<file path="src/rtl/multi_dataflow_ctrl_fsm_pkg.sv">
// Shared constants for the multi-stream HWPE control FSM.
// State encodings are plain localparams so legacy tools can consume them.
package multi_dataflow_ctrl_package;

    localparam int unsigned N_IN_DEF   = 2;
    localparam int unsigned N_OUT_DEF  = 1;
    localparam int unsigned CNT_W_DEF  = 32;
    localparam int unsigned TILE_W_DEF = 16;
    localparam int unsigned WDOG_W_DEF = 16;

    localparam logic [2:0] ST_IDLE      = 3'd0;
    localparam logic [2:0] ST_START     = 3'd1;
    localparam logic [2:0] ST_WAIT      = 3'd2;
    localparam logic [2:0] ST_COMPUTE   = 3'd3;
    localparam logic [2:0] ST_NEXT_TILE = 3'd4;
    localparam logic [2:0] ST_TERMINATE = 3'd5;

endpackage

</file>
<file path="src/rtl/multi_dataflow_ctrl_fsm_wdog.sv">
// Stall watchdog: counts consecutive stalled COMPUTE cycles.
// Only instantiated when MULTI_DATAFLOW_CTRL_WDOG_EN is defined.
module multi_dataflow_ctrl_wdog #(
    parameter int unsigned WDOG_W = 16
) (
    input  logic              clk_i,
    input  logic              rst_ni,
    input  logic              clear_i,
    input  logic              active_i,
    input  logic              stall_i,
    input  logic [WDOG_W-1:0] limit_i,
    output logic              expired_o
);

    logic [WDOG_W-1:0] cnt_q;
    logic [WDOG_W-1:0] cnt_d;
    logic [WDOG_W-1:0] cnt_inc;

    assign cnt_inc = cnt_q + WDOG_W'(1);

    // Leaving COMPUTE or seeing ready zeroes the count, so every entry starts fresh.
    always_comb begin
        cnt_d = '0;
        if (active_i && stall_i && !clear_i) begin
            cnt_d = cnt_inc;
        end
    end

    assign expired_o = active_i && stall_i && !clear_i
                     && (limit_i != '0) && (cnt_inc == limit_i);

    always_ff @(posedge clk_i or negedge rst_ni) begin
        if (!rst_ni) begin
            cnt_q <= '0;
        end else begin
            cnt_q <= cnt_d;
        end
    end

endmodule

</file>
<file path="src/rtl/multi_dataflow_ctrl_fsm.sv">
// HWPE control FSM for N_IN sources / N_OUT sinks with tile loop.
// Optional stall watchdog: define MULTI_DATAFLOW_CTRL_WDOG_EN.
module multi_dataflow_ctrl_fsm
    import multi_dataflow_ctrl_package::*;
#(
    parameter int unsigned N_IN   = N_IN_DEF,
    parameter int unsigned N_OUT  = N_OUT_DEF,
    parameter int unsigned CNT_W  = CNT_W_DEF,
    parameter int unsigned TILE_W = TILE_W_DEF,
    parameter int unsigned WDOG_W = WDOG_W_DEF
) (
    input  logic                   clk_i,
    input  logic                   rst_ni,
    input  logic                   clear_i,
    input  logic                   start_i,
    input  logic [TILE_W-1:0]      n_tiles_i,
    input  logic [N_OUT*CNT_W-1:0] cnt_limit_i,
    input  logic [WDOG_W-1:0]      wdog_limit_i,
    input  logic [N_IN-1:0]        src_ready_start_i,
    input  logic [N_OUT-1:0]       sink_ready_start_i,
    output logic [N_IN-1:0]        src_req_start_o,
    output logic [N_OUT-1:0]       sink_req_start_o,
    input  logic                   eng_ready_i,
    input  logic [N_OUT*CNT_W-1:0] eng_cnt_i,
    output logic                   eng_start_o,
    output logic                   eng_clear_o,
    output logic                   eng_enable_o,
    output logic [TILE_W-1:0]      tile_idx_o,
    output logic                   busy_o,
    output logic                   done_o,
    output logic                   error_o
);

    logic [2:0]             state_q,    state_d;
    logic [TILE_W-1:0]      tile_idx_q, tile_idx_d;
    logic [TILE_W-1:0]      n_tiles_q,  n_tiles_d;
    logic [N_OUT*CNT_W-1:0] limit_q,    limit_d;
    logic [N_OUT-1:0]       out_done_q, out_done_d;
    logic                   error_q,    error_d;

    logic [N_OUT-1:0] hit;
    logic             all_ready;
    logic             all_done;
    logic             wdog_exp;

    assign all_ready = (&src_ready_start_i) & (&sink_ready_start_i);

    always_comb begin
        hit = '0;
        for (int k = 0; k < N_OUT; k++) begin
            hit[k] = eng_cnt_i[k*CNT_W +: CNT_W] == limit_q[k*CNT_W +: CNT_W];
        end
    end

    assign all_done = &(out_done_q | hit);

`ifdef MULTI_DATAFLOW_CTRL_WDOG_EN
    multi_dataflow_ctrl_wdog #(
        .WDOG_W (WDOG_W)
    ) u_wdog (
        .clk_i     (clk_i),
        .rst_ni    (rst_ni),
        .clear_i   (clear_i),
        .active_i  (state_q == ST_COMPUTE),
        .stall_i   (!eng_ready_i),
        .limit_i   (wdog_limit_i),
        .expired_o (wdog_exp)
    );
`else
    logic unused_wdog_limit;
    assign unused_wdog_limit = ^wdog_limit_i;
    assign wdog_exp = 1'b0;
`endif

    always_comb begin
        state_d          = state_q;
        tile_idx_d       = tile_idx_q;
        n_tiles_d        = n_tiles_q;
        limit_d          = limit_q;
        out_done_d       = out_done_q;
        error_d          = error_q;
        src_req_start_o  = '0;
        sink_req_start_o = '0;
        eng_start_o      = 1'b0;
        eng_clear_o      = 1'b0;
        eng_enable_o     = 1'b0;
        done_o           = 1'b0;

        unique case (state_q)
            ST_IDLE: begin
                eng_clear_o  = 1'b1;
                eng_enable_o = 1'b1;
                if (start_i) begin
                    n_tiles_d  = (n_tiles_i == '0) ? TILE_W'(1) : n_tiles_i;
                    limit_d    = cnt_limit_i;
                    tile_idx_d = '0;
                    out_done_d = '0;
                    error_d    = 1'b0;
                    state_d    = ST_START;
                end
            end
            ST_START, ST_WAIT: begin
                if (all_ready) begin
                    src_req_start_o  = '1;
                    sink_req_start_o = '1;
                    eng_start_o      = 1'b1;
                    eng_enable_o     = 1'b1;
                    state_d          = ST_COMPUTE;
                end else begin
                    state_d = ST_WAIT;
                end
            end
            ST_COMPUTE: begin
                eng_enable_o = 1'b1;
                eng_start_o  = eng_ready_i;
                out_done_d   = out_done_q | hit;
                if (all_done) begin
                    state_d = ST_NEXT_TILE;
                end else if (wdog_exp) begin
                    error_d = 1'b1;
                    state_d = ST_TERMINATE;
                end
            end
            ST_NEXT_TILE: begin
                eng_clear_o  = 1'b1;
                eng_enable_o = 1'b1;
                out_done_d   = '0;
                if (tile_idx_q == n_tiles_q - TILE_W'(1)) begin
                    state_d = ST_TERMINATE;
                end else begin
                    tile_idx_d = tile_idx_q + TILE_W'(1);
                    state_d    = ST_WAIT;
                end
            end
            ST_TERMINATE: begin
                if (all_ready) begin
                    done_o  = 1'b1;
                    state_d = ST_IDLE;
                end
            end
            default: begin
                state_d = ST_IDLE;
            end
        endcase

        // A clear aborts the job silently, even from TERMINATE.
        if (clear_i) begin
            state_d    = ST_IDLE;
            tile_idx_d = '0;
            n_tiles_d  = '0;
            limit_d    = '0;
            out_done_d = '0;
            error_d    = 1'b0;
            done_o     = 1'b0;
        end
    end

    always_ff @(posedge clk_i or negedge rst_ni) begin
        if (!rst_ni) begin
            state_q    <= ST_IDLE;
            tile_idx_q <= '0;
            n_tiles_q  <= '0;
            limit_q    <= '0;
            out_done_q <= '0;
            error_q    <= 1'b0;
        end else begin
            state_q    <= state_d;
            tile_idx_q <= tile_idx_d;
            n_tiles_q  <= n_tiles_d;
            limit_q    <= limit_d;
            out_done_q <= out_done_d;
            error_q    <= error_d;
        end
    end

    assign tile_idx_o = tile_idx_q;
    assign busy_o     = state_q != ST_IDLE;
    assign error_o    = error_q;

endmodule

</file>
<file path="config.mk">
export PLATFORM = sky130hd
export DESIGN_NAME = multi_dataflow_ctrl_fsm
export DESIGN_NICKNAME = d
export VERILOG_FILES = /design/src/rtl/multi_dataflow_ctrl_fsm_pkg.sv /design/src/rtl/multi_dataflow_ctrl_fsm_wdog.sv /design/src/rtl/multi_dataflow_ctrl_fsm.sv
export SDC_FILE = /design/constraint.sdc
export NUM_CORES = 1
export LEC_CHECK = 0
export CORE_MARGIN = 2
export CORE_UTILIZATION = 44
export CTS_BUF_LIST = sky130_fd_sc_hd__clkbuf_8
export CTS_CLUSTER_DIAMETER = 50
export DETAILED_ROUTE_END_ITERATION = 8
export PLACE_DENSITY = 0.74
export SETUP_SLACK_MARGIN = 0.1
export SYNTH_ARGS = -nofsm -noshare
export SYNTH_HDL_FRONTEND = slang
export SYNTH_SLANG_ARGS = --single-unit
export TNS_END_PERCENT = 5
</file>
<file path="constraint.sdc">
create_clock -name clk_i -period 2.9 [get_ports clk_i]
set_input_delay 0.29 -clock clk_i [delete_from_list [all_inputs] [get_ports clk_i]]
set_output_delay 0.29 -clock clk_i [all_outputs]
set_load 0.02 [all_outputs]
</file>
== Word level (Yosys, flattened, before mapping) ==
Index checks and enable logic that the tools add are counted.
Storage, ports and cells
  register bits: 69
  bits of input ports: 104
Operators by class
  add/subtract/negate cells: 2
  eq/ne operators: 11
  muxes and demuxes: 32
  bitwise operators: 2
  reductions and logical operators: 15
Operators by type and width (count)
  2-to-1 mux 16 bit: 7
  2-to-1 mux 32 bit: 3
  equality test 32 bit: 1
  one-hot mux 16 bit (2 select lines): 1
  adder 16 x 1 -> 16 bit, second input constant: 1
  equality test 16 bit: 1
  zero test 16 bit: 1
  subtractor 16 x 1 -> 16 bit, second input constant: 1
  2-to-1 mux 3 bit: 5
  one-hot mux 3 bit (5 select lines): 1
  inequality test 3 bit, second input constant: 4
  2-to-1 mux 1 bit: 10
  equality test 3 x 2 -> 1 bit, second input constant: 2
  equality test 3 bit, second input constant: 2
  AND reduction 2 bit: 3
  AND reduction 3 bit: 2
  nonzero test 3 bit: 2
  2-to-1 mux 2 bit: 2
  one-hot mux 1 bit (2 select lines): 2
  nonzero test 2 bit: 2
  nonzero test 4 bit: 1
  OR reduction 2 bit: 2
  equality test 3 x 1 -> 1 bit, second input constant: 1
  zero test 3 bit: 1
  other kinds (4): 4

== Longest topological paths before layout ==
Gate-level depths: netlist (run 1).
  depth after elaboration: 5
  gate-level depth with buffers: 12
  mapped depth without buffers: 9

== Worst setup path before layout (run 1) ==
OpenSTA, ideal clock, no wires.
  path kind: register -> register
  from: register n_tiles_q[0]
  to: register tile_idx_q[10] (netlist: tile_idx_o[10])
  library setup time: 0.124 ns
  arrival: 3.047 ns
  setup slack: -0.270 ns
  stages on the path, launching flop included: 13
  path buffers: 3
  clock period less this slack: 3.170 ns
  path through: dfrtp_1 > buf_2 > inv_1 > ha_1 > or4b_2 > o31a_1 > o32ai_1 > nor2_1 > or4_4 > buf_6 > buf_8 > and3_1 > a211o_1
On the way
  cells in the longest elaborated chain, start to end: 4
Ends and longest elaborated chain
  from (decl): line multi_dataflow_ctrl_fsm.sv:36  | logic [TILE_W-1:0] n_tiles_q, n_tiles_d;
  from (signal assigned): line multi_dataflow_ctrl_fsm.sv:169  | n_tiles_q <= n_tiles_d;
  subtractor 16 x 1 -> 16 bit: line multi_dataflow_ctrl_fsm.sv:128  | if (tile_idx_q == n_tiles_q - TILE_W'(1)) begin
  equality test 16 bit: line multi_dataflow_ctrl_fsm.sv:128
  inequality test 3 bit (no line)
  AND reduction 3 bit (no line)
  to (signal assigned): line multi_dataflow_ctrl_fsm.sv:168  | tile_idx_q <= tile_idx_d;
  to (decl): line multi_dataflow_ctrl_fsm.sv:35  | logic [TILE_W-1:0] tile_idx_q, tile_idx_d;
Every way passes these cells.
A chain may end at the register's enable or synchronous reset.

== Final worst setup path (run 1) ==
  from: register n_tiles_q[12]
  to: register tile_idx_q[13] (netlist: tile_idx_o[13])
The elaborated chain is that of the path after synthesis.

==> results.md, run 1 <==
- Status: finished, violations left
- Failing checks: setup timing
- Detailed Route Iter0 Violations: 146
- Crit path arrival time: 3460 ps
- CTS tree: built
- Register area share after synthesis: 0.395
- Reg clk slew, reported paths: 80 ps
- Worst reg2reg path startpoint: n_tiles_q[12]$_DFFE_PN0P_
- Tot Pwr: 2.69 mW
- Critical Path Fanout Max: 9
- Final setup vio count: 19
- Tcrit/Tclk final: 1.09
- Area Overhead vs Synth: 38.6%
- Pleak: 2.51 nW
- DRT antenna net count: 0
- Clock sink total: 68
- Logic pwr share: 0.316
- Hold Fails Final Rpt: 0
- CP Capture Type: flip-flop
- Mean routed wirelength per cell: 15.4 um
- RR Endpoint: tile_idx_o[13]$_DFFE_PN0P_
- Clock Power Share: 0.266
- Yosys warning count: 0
- Final setup margin: -269 ps
- Synth Area in XOR/XNOR: 0.104
- CP Launch Type: flip-flop
- CTS Buffer Depth: 2
- Pins Over Slew Limit: 0
- Crit path time final: 3170 ps
- Hold/Removal Path Class: in2async
- Simple-gate portion of the synthesized area: 0.280
- Compound-Gate Fraction of Synth Area: 0.166
- Die X: between 100 and 150 um
- Top_reg_cell synth: dfrtp_1
- Post-DP HPWL: 8610 um
- Total track usage: 0.231
- Multi-input gate area: 2470 um2
- R2R depth: 9
- Fraction of registers with async set/reset: 1.00
- Htree depth: 3
- Fin area: 5970 um2
- Reg power frac: 0.418
- Cells after Synth: 490
- Core ar.: 9640 um2
- Net switching power: 895 uW
- Clk root buf: clkbuf_8
- Post-Synth Adder-Cell Area: 0.00581
- Die span in y: 103 um
- DRC violations left: 0
- Filler cells: 877
- Worst-Skew Late Latency: ~350 ps
- Relative slew margins: 0.135
- Reg2Reg Setup Slack: -270 ps
- Peak supply drop: 0.259 mV
- Pre-antenna DRT Iters: 5
- Hold WS: a little under 500 ps
- Synthesized Nets: 596
- Power per cell area: 450 nW/um2
- Final core occ: 0.619
- Mapped cell area: 4310 um2
- Number of core rows: 36
- Vias post-DR: 4063
- EDFF count, synth: 0
- Storage cell area: 1700 um2
- Avg Synthesized Cell Area: a little under 9 um2
- Vias per cell: 5.40
- Cell internal pwr: 1.79 mW
- TNS Setup: -3800 ps
- Initial antenna violation count: 0
- Unrepaired setup endpoints after global routing: yes
- Peak Freq: 316 MHz
- I/O Buffers: 111
- Count of cell types in the netlist: 59
- Worst Clk Skew: 8.73 ps
- Starting Density: 0.447
- Critical path class: reg2reg
- I/O pins: 129
- Placer Congestion: 0.820
- Non-Filler Instances: 753
- Vias in the first global route: 4163
- Worst EP required: 3190 ps
- Total wire length: about 12000 um
- Placed cell count: roughly 730
- CTS Buf Count: 9
- Largest family of logic cells by synthesized area: simple AND/OR/NAND/NOR gates
- Grt total ovfl: 0
- Die area: 10600 um2
- MaxCap Viol Count: 0
- N_diodes: 0
- Worst slew pin tran: between 1000 and 1500 ps
- Pre-CTS setup slack: -229 ps
- Post-DP Area: 5720 um2
- Register bit total from synthesis: 68
- Switching share of power: 0.333
- Nets@finish: 721
- First-pass GRT wire length: 19300 um
- Fraction of layout cells with a size suffix above 1: 0.137
- Mux contribution to synthesized area: 0.00261
- Largest net degree at the start of global routing: 85
[per-layer routing]
metal  share of wire  track usage  vias up
li1                -            -     1986
met1            0.41        0.275     1919
met2            0.51        0.414      137
met3           0.064       0.0529       21
met4           0.017       0.0698        0
met5               0            0        -
[cell type report]
type,instances,area share
multi-input cells,378,0.414
flip-flops and latches,68,0.285
repair buffers,149,0.238
well taps,133,0.0279
clock buffers,9,0.0207
clock inverters,7,0.00880
inverters,9,0.00566
[cell families (layout without fill, tap and decap cells)]
logic type | count (synthesis) | count (layout)
xor gates and xnor gates | 51 | 51
and+or+nand+nor | 220 | 220
DFF | 68 | 68
buffers and inverters | 44 | 174
muxes | 1 | 1
adders and majority gates | 2 | 2
other | 1 | 1
AOI/OAI and AO/OA | 103 | 103
[power by group through the flow]
stage / logic (mW) / registers, mW / clock network [mW]
finish: 0.850 / 1.12 / 0.715
CTS: 0.850 / 1.12 / 0.740
detailed placement: 0.840 / 1.14 / 0
global route: 0.935 / 1.14 / 0.781
floorplan: 0.506 / 1.11 / 0
global placement: 0.815 / 1.13 / 0
[cells in the mapped netlist, types with 6 or more instances]
cell,number,area (um2)
nand3_1,11,55.1
or2_2,6,37.5
xnor2_1,44,385
nor2_1,25,93.8
and3_1,14,87.6
nand4_1,10,62.6
o21ai_0,45,225
xor2_1,7,61.3
nand2b_1,42,263
nor3_1,10,50.1
clkbuf_1,26,97.6
dfrtp_1,68,1700
a21oi_1,9,45.0
nor4_1,14,87.6
a211o_1,9,78.8
a22o_1,13,114
nand2_1,56,210
inv_1,8,30.0
[state kept, by name, summed over array words and instances, names as in the netlist]
| name | cells |
|---|---|
| limit_q | 32 |
| n_tiles_q | 16 |
| tile_idx_o | 16 |
| state_q | 3 |
| out_done_q | 1 |
[timing repair]
action | CTS | global route
gates cloned | 1 | 0
hold endpoints to repair | 23 | 0
pin swaps | 6 | 0
endpoints found under the setup margin | 19 | 19
hold buffers | 1 | 0
setup buffers | 3 | 0
gates resized for setup | 4 | 3
[cells in the final DEF (no fill, tap or decap), drive strengths merged, types with 3 or more instances in the layout]
master | synthesis | layout
or4 | 8 | 8
o31ai | 3 | 3
nand2 | 56 | 56
clkdlybuf4s50 | 0 | 110
a21oi | 9 | 9
nand4 | 10 | 10
nor2 | 25 | 25
a211oi | 3 | 3
and3 | 18 | 18
a31oi | 5 | 5
a22o | 13 | 13
o211ai | 3 | 3
buf | 9 | 38
or3 | 5 | 5
inv | 8 | 9
nor4 | 14 | 14
nand3 | 11 | 11
nand2b | 42 | 42
dfrtp | 68 | 68
clkbuf | 26 | 9
nor3 | 10 | 10
a211o | 9 | 9
xnor2 | 44 | 44
xor2 | 7 | 7
or2 | 6 | 6
clkinv | 1 | 6
o21ai | 45 | 45
[critical path, stage by stage (launching register included)]
cell       delay, ps
dfrtp_1          390
or4_4            540
or4_4            540
a2111oi_4        310
o211ai_2         130
or4_4            520
buf_12           160
o22ai_2          170
buf_4            190
a221o_1          150
[worst max-delay path by stage]
stage                              startpoint                          to  cells after the start
finish              n_tiles_q[12]$_DFFE_PN0P_  tile_idx_o[13]$_DFFE_PN0P_                      9
global route        n_tiles_q[12]$_DFFE_PN0P_   tile_idx_o[3]$_DFFE_PN0P_                      9
CTS                 n_tiles_q[12]$_DFFE_PN0P_  tile_idx_o[13]$_DFFE_PN0P_                      8
detailed placement  n_tiles_q[12]$_DFFE_PN0P_   tile_idx_o[3]$_DFFE_PN0P_                      8
global placement    n_tiles_q[12]$_DFFE_PN0P_   tile_idx_o[3]$_DFFE_PN0P_                      8
floorplan           n_tiles_q[10]$_DFFE_PN0P_  tile_idx_o[10]$_DFFE_PN0P_                      9
No activity file was read; power rests on OpenSTA's default activity.
==> run 2: changes to the inputs <==
--- a/config.mk
+++ b/config.mk
@@ -14,5 +14,6 @@
 export SETUP_SLACK_MARGIN = 0.1
 export SYNTH_ARGS = -nofsm -noshare
 export SYNTH_HDL_FRONTEND = slang
+export SYNTH_HIERARCHICAL = 1
 export SYNTH_SLANG_ARGS = --single-unit
 export TNS_END_PERCENT = 5
==> constraint.sdc (replaced) <==
create_clock -name clk_i -period 2.9 [get_ports clk_i]
set_input_delay 0.29 -clock clk_i [delete_from_list [all_inputs] [get_ports clk_i]]
set_output_delay 0.29 -clock clk_i [all_outputs]
set_load 0.1 [all_outputs]
==> results.md, run 2 <==
- Non-Filler Instances: 749 (-0.53%)
- Peak Freq: 325 MHz (+3.0%)
- I/O pins: 129 (unchanged)
- Hold Fails Final Rpt: 0 (unchanged)
- Detailed Route Iter0 Violations: 195 (+34%)
- Number of core rows: 36 (unchanged)
- DRC violations left: 0 (unchanged)
- Crit path arrival time: 3300 ps (-160 ps)
- Main area contributors after synthesis: dfrtp_1 (40%), xnor2_1 (8.9%), nand2b_1 (6.1%), o21ai_0 (5.2%), nand2_1 (4.9%)
- Register area share after synthesis: 0.395 (unchanged)
- Clock sink total: 68 (unchanged)
- Mapped cell area: 4310 um2 (unchanged)
- Cell mode on critical path: or4_4
- Commonest non-fill, non-tap cell in the layout: clkdlybuf4s50_1
- Final core occ: 0.614 (-0.00545)
- Slowest CP cell: or4_4
- Synth area leader: dfrtp_1
- Htree depth: 3 (unchanged)
- CTS Buf Count: 9 (unchanged)
- Critical path class: reg2reg
- Power per cell area: 476 nW/um2 (+5.7%)
- Status: finished, violations left
- Critical Path Fanout Max: 6 (-3)
- Placer Congestion: 0.834 (+1.7%)
- Fraction of layout cells with a size suffix above 1: 0.180 (+0.0431)
- Hold/Removal Path Class: in2async
- Nets@finish: 717 (-0.55%)
- Final setup vio count: 16 (-3)
- Area Overhead vs Synth: 37.4%
- Grt total ovfl: 0 (unchanged)
- Most flops, register: limit_q
- Post-DP HPWL: 8560 um (-0.58%)
- CP Capture Type: flip-flop
- Clk root buf: clkbuf_8
- Placed cell count: 728 (-0.55%)
- Filler cells: 841 (-4.1%)
- MaxCap Viol Count: 0 (unchanged)
- Synthesized Nets: 596 (unchanged)
- TNS Setup: -1960 ps (+1840 ps)
- Top-area cell type share of the netlist area: 0.395 (unchanged)
- Failing checks: setup timing
- Pins Over Slew Limit: 0 (unchanged)
- Yosys warning count: 6 (+6)
- N_diodes: 0 (unchanged)
- Starting Density: 0.447 (unchanged)
- Final setup margin: -177 ps (+92.1 ps)
- CTS tree: built
- Hold_buf cts: 0 (-1)
- Initial antenna violation count: 0 (unchanged)
- Cells after Synth: 490 (unchanged)
- Number of flip-flops in the largest register: 32 (unchanged)
- Largest net degree at the start of global routing: 85 (unchanged)
- EDFF count, synth: 0 (unchanged)
- CP delay by family, top: simple AND/OR/NAND/NOR gates
- Die area: 10600 um2 (unchanged)
- Register bit total from synthesis: 68 (unchanged)
- Top_reg_cell synth: dfrtp_1
- Total wire length: 11800 um (+2.3%)
- Highest-count cells in the layout ignoring fill and taps: clkdlybuf4s50_1 (86), dfrtp_1 (66), nand2_1 (55), buf_4 (52), o21ai_0 (45)
- Pre-antenna DRT Iters: 5 (unchanged)
- Worst Clk Skew: 6.42 ps (-2.31 ps)
- First-pass GRT wire length: 18800 um (-2.9%)
- Worst-Skew Late Latency: 340 ps (about the same)
- Worst EP required: 3120 ps (-70 ps)
- Pleak: 2.54 nW (+1.1%)
- Count of cell types in the netlist: 59 (unchanged)
- DRT antenna net count: 0 (unchanged)
- Total track usage: 0.225 (-0.00610)
- Fraction of registers with async set/reset: 1.00 (unchanged)
- Die X: 103 um (unchanged)
- Vias post-DR: 4117 (+1.3%)
- Reg clk slew, reported paths: 70 ps (about the same)
- CP Launch Type: flip-flop
- I/O Buffers: 111 (unchanged)
- Peak supply drop: 0.248 mV (-4.4%)
- CP Cell Sequence: or4_4 -> or3_4 -> buf_6 -> nand2_1 -> nand4_1 -> or4_4 -> and2_4 -> a221o_1
- Most common cell in the netlist: dfrtp_1
- CP peak stage delay: 680 ps (+140 ps)
- Relative slew margins: 0.219 (+0.0843)
- Hold WS: 31.6 ps (-461 ps)
- Post-DP Area: 5670 um2 (-0.96%)
- Crit path time final: 3080 ps (-92.1 ps)
- Vias per cell: 5.50 (+1.9%)
- Die span in y: 103 um (unchanged)
- CTS Buffer Depth: 2 (unchanged)
- Vias in the first global route: 4011 (-3.7%)
- Tcrit/Tclk final: 1.06 (-0.0318)
- Avg Synthesized Cell Area: 8.79 um2 (unchanged)
- Unrepaired setup endpoints after global routing: yes
- Worst slew pin tran: 1170 ps (-121 ps)
- Commonest cells post-synth: dfrtp_1 (68), nand2_1 (56), o21ai_0 (45), xnor2_1 (44), nand2b_1 (42)
- Core ar.: 9640 um2 (unchanged)
- Mean routed wirelength per cell: 15.8 um (+2.8%)
- Fin area: 5920 um2 (-0.88%)
- WP buf/inv: 1 (-1)
[run 2: cell types whose count changed in the layout (fill, tap and decap cells not counted), moves of 3 or more]
cell / change
clkdlybuf4s50_1: -24
buf_4: +17
clkinv_4: -3
or4_4: +3
[run 2: worst paths after layout]
kind	start	to	slack, ps	cells past startpoint
setup / recovery	n_tiles_q[4]$_DFFE_PN0P_	tile_idx_o[13]$_DFFE_PN0P_	-180	8
hold / removal	rst_ni	limit_q[0]$_DFFE_PN0P_	30	1
setup reg to reg	n_tiles_q[4]$_DFFE_PN0P_	tile_idx_o[13]$_DFFE_PN0P_	-180	8
hold reg to reg	limit_q[11]$_DFFE_PN0P_	limit_q[11]$_DFFE_PN0P_	500	2
max in group asynchronous	rst_ni	tile_idx_o[5]$_DFFE_PN0P_	2180	2
min in group clk_i	limit_q[11]$_DFFE_PN0P_	limit_q[11]$_DFFE_PN0P_	500	2
[run 2: cells by family (layout without fill, tap and decap cells)]
kind of cell,after synthesis,count (layout),synth area share
AO/OA/AOI/OAI,103,103,0.166
XOR/XNOR,51,51,0.104
adder cells (fa/ha/maj),2,2,0.00581
buffers and inverters,44,168,0.0459
flip-flops,68,68,0.395
multiplexers,1,1,0.00261
other,1,1,0.000871
AND/OR/NAND/NOR,220,222,0.280
[run 2: where the power goes]
group,internal [mW],switching (mW)
clock network,0.325,0.372
logic,0.448,0.547
registers,1.04,0.0880
total,1.81,1.01
[run 2: cell type report]
class | count | area (um2) | area share
inverter | 9 | 33.8 | 0.00571
multi-input combinational | 380 | 2520 | 0.425
sequential | 68 | 1700 | 0.288
clock inverter | 6 | 32.5 | 0.00550
tap | 133 | 166 | 0.0281
clock buffer | 10 | 138 | 0.0233
timing repair buffer | 143 | 1330 | 0.224
[run 2: what timing repair did]
item,CTS,global route
gates cloned,0,3
setup buffers,0,2
gates resized for setup,0,12
setup endpoints to repair,19,19
pin swaps,2,4
[run 2: metal layers]
metal / vias up / share of wire / track usage / routed length (um)
met1: 1966 / 0.40 / 0.274 / 4770
met5: - / 0 / 0 / 0
met3: 20 / 0.074 / 0.0488 / 875
met4: 0 / 0.015 / 0.0769 / 174
li1: 1980 / - / - / -
met2: 151 / 0.51 / 0.394 / 6010
[run 2: through the flow]
stage | setup WS [ps] | power (mW)
after floorplan | -210 | 1.74
after global placement | -127 | 2.07
after detailed placement | -178 | 2.10
after CTS | -183 | 2.79
after global routing | -238 | 2.97
final | -177 | 2.82
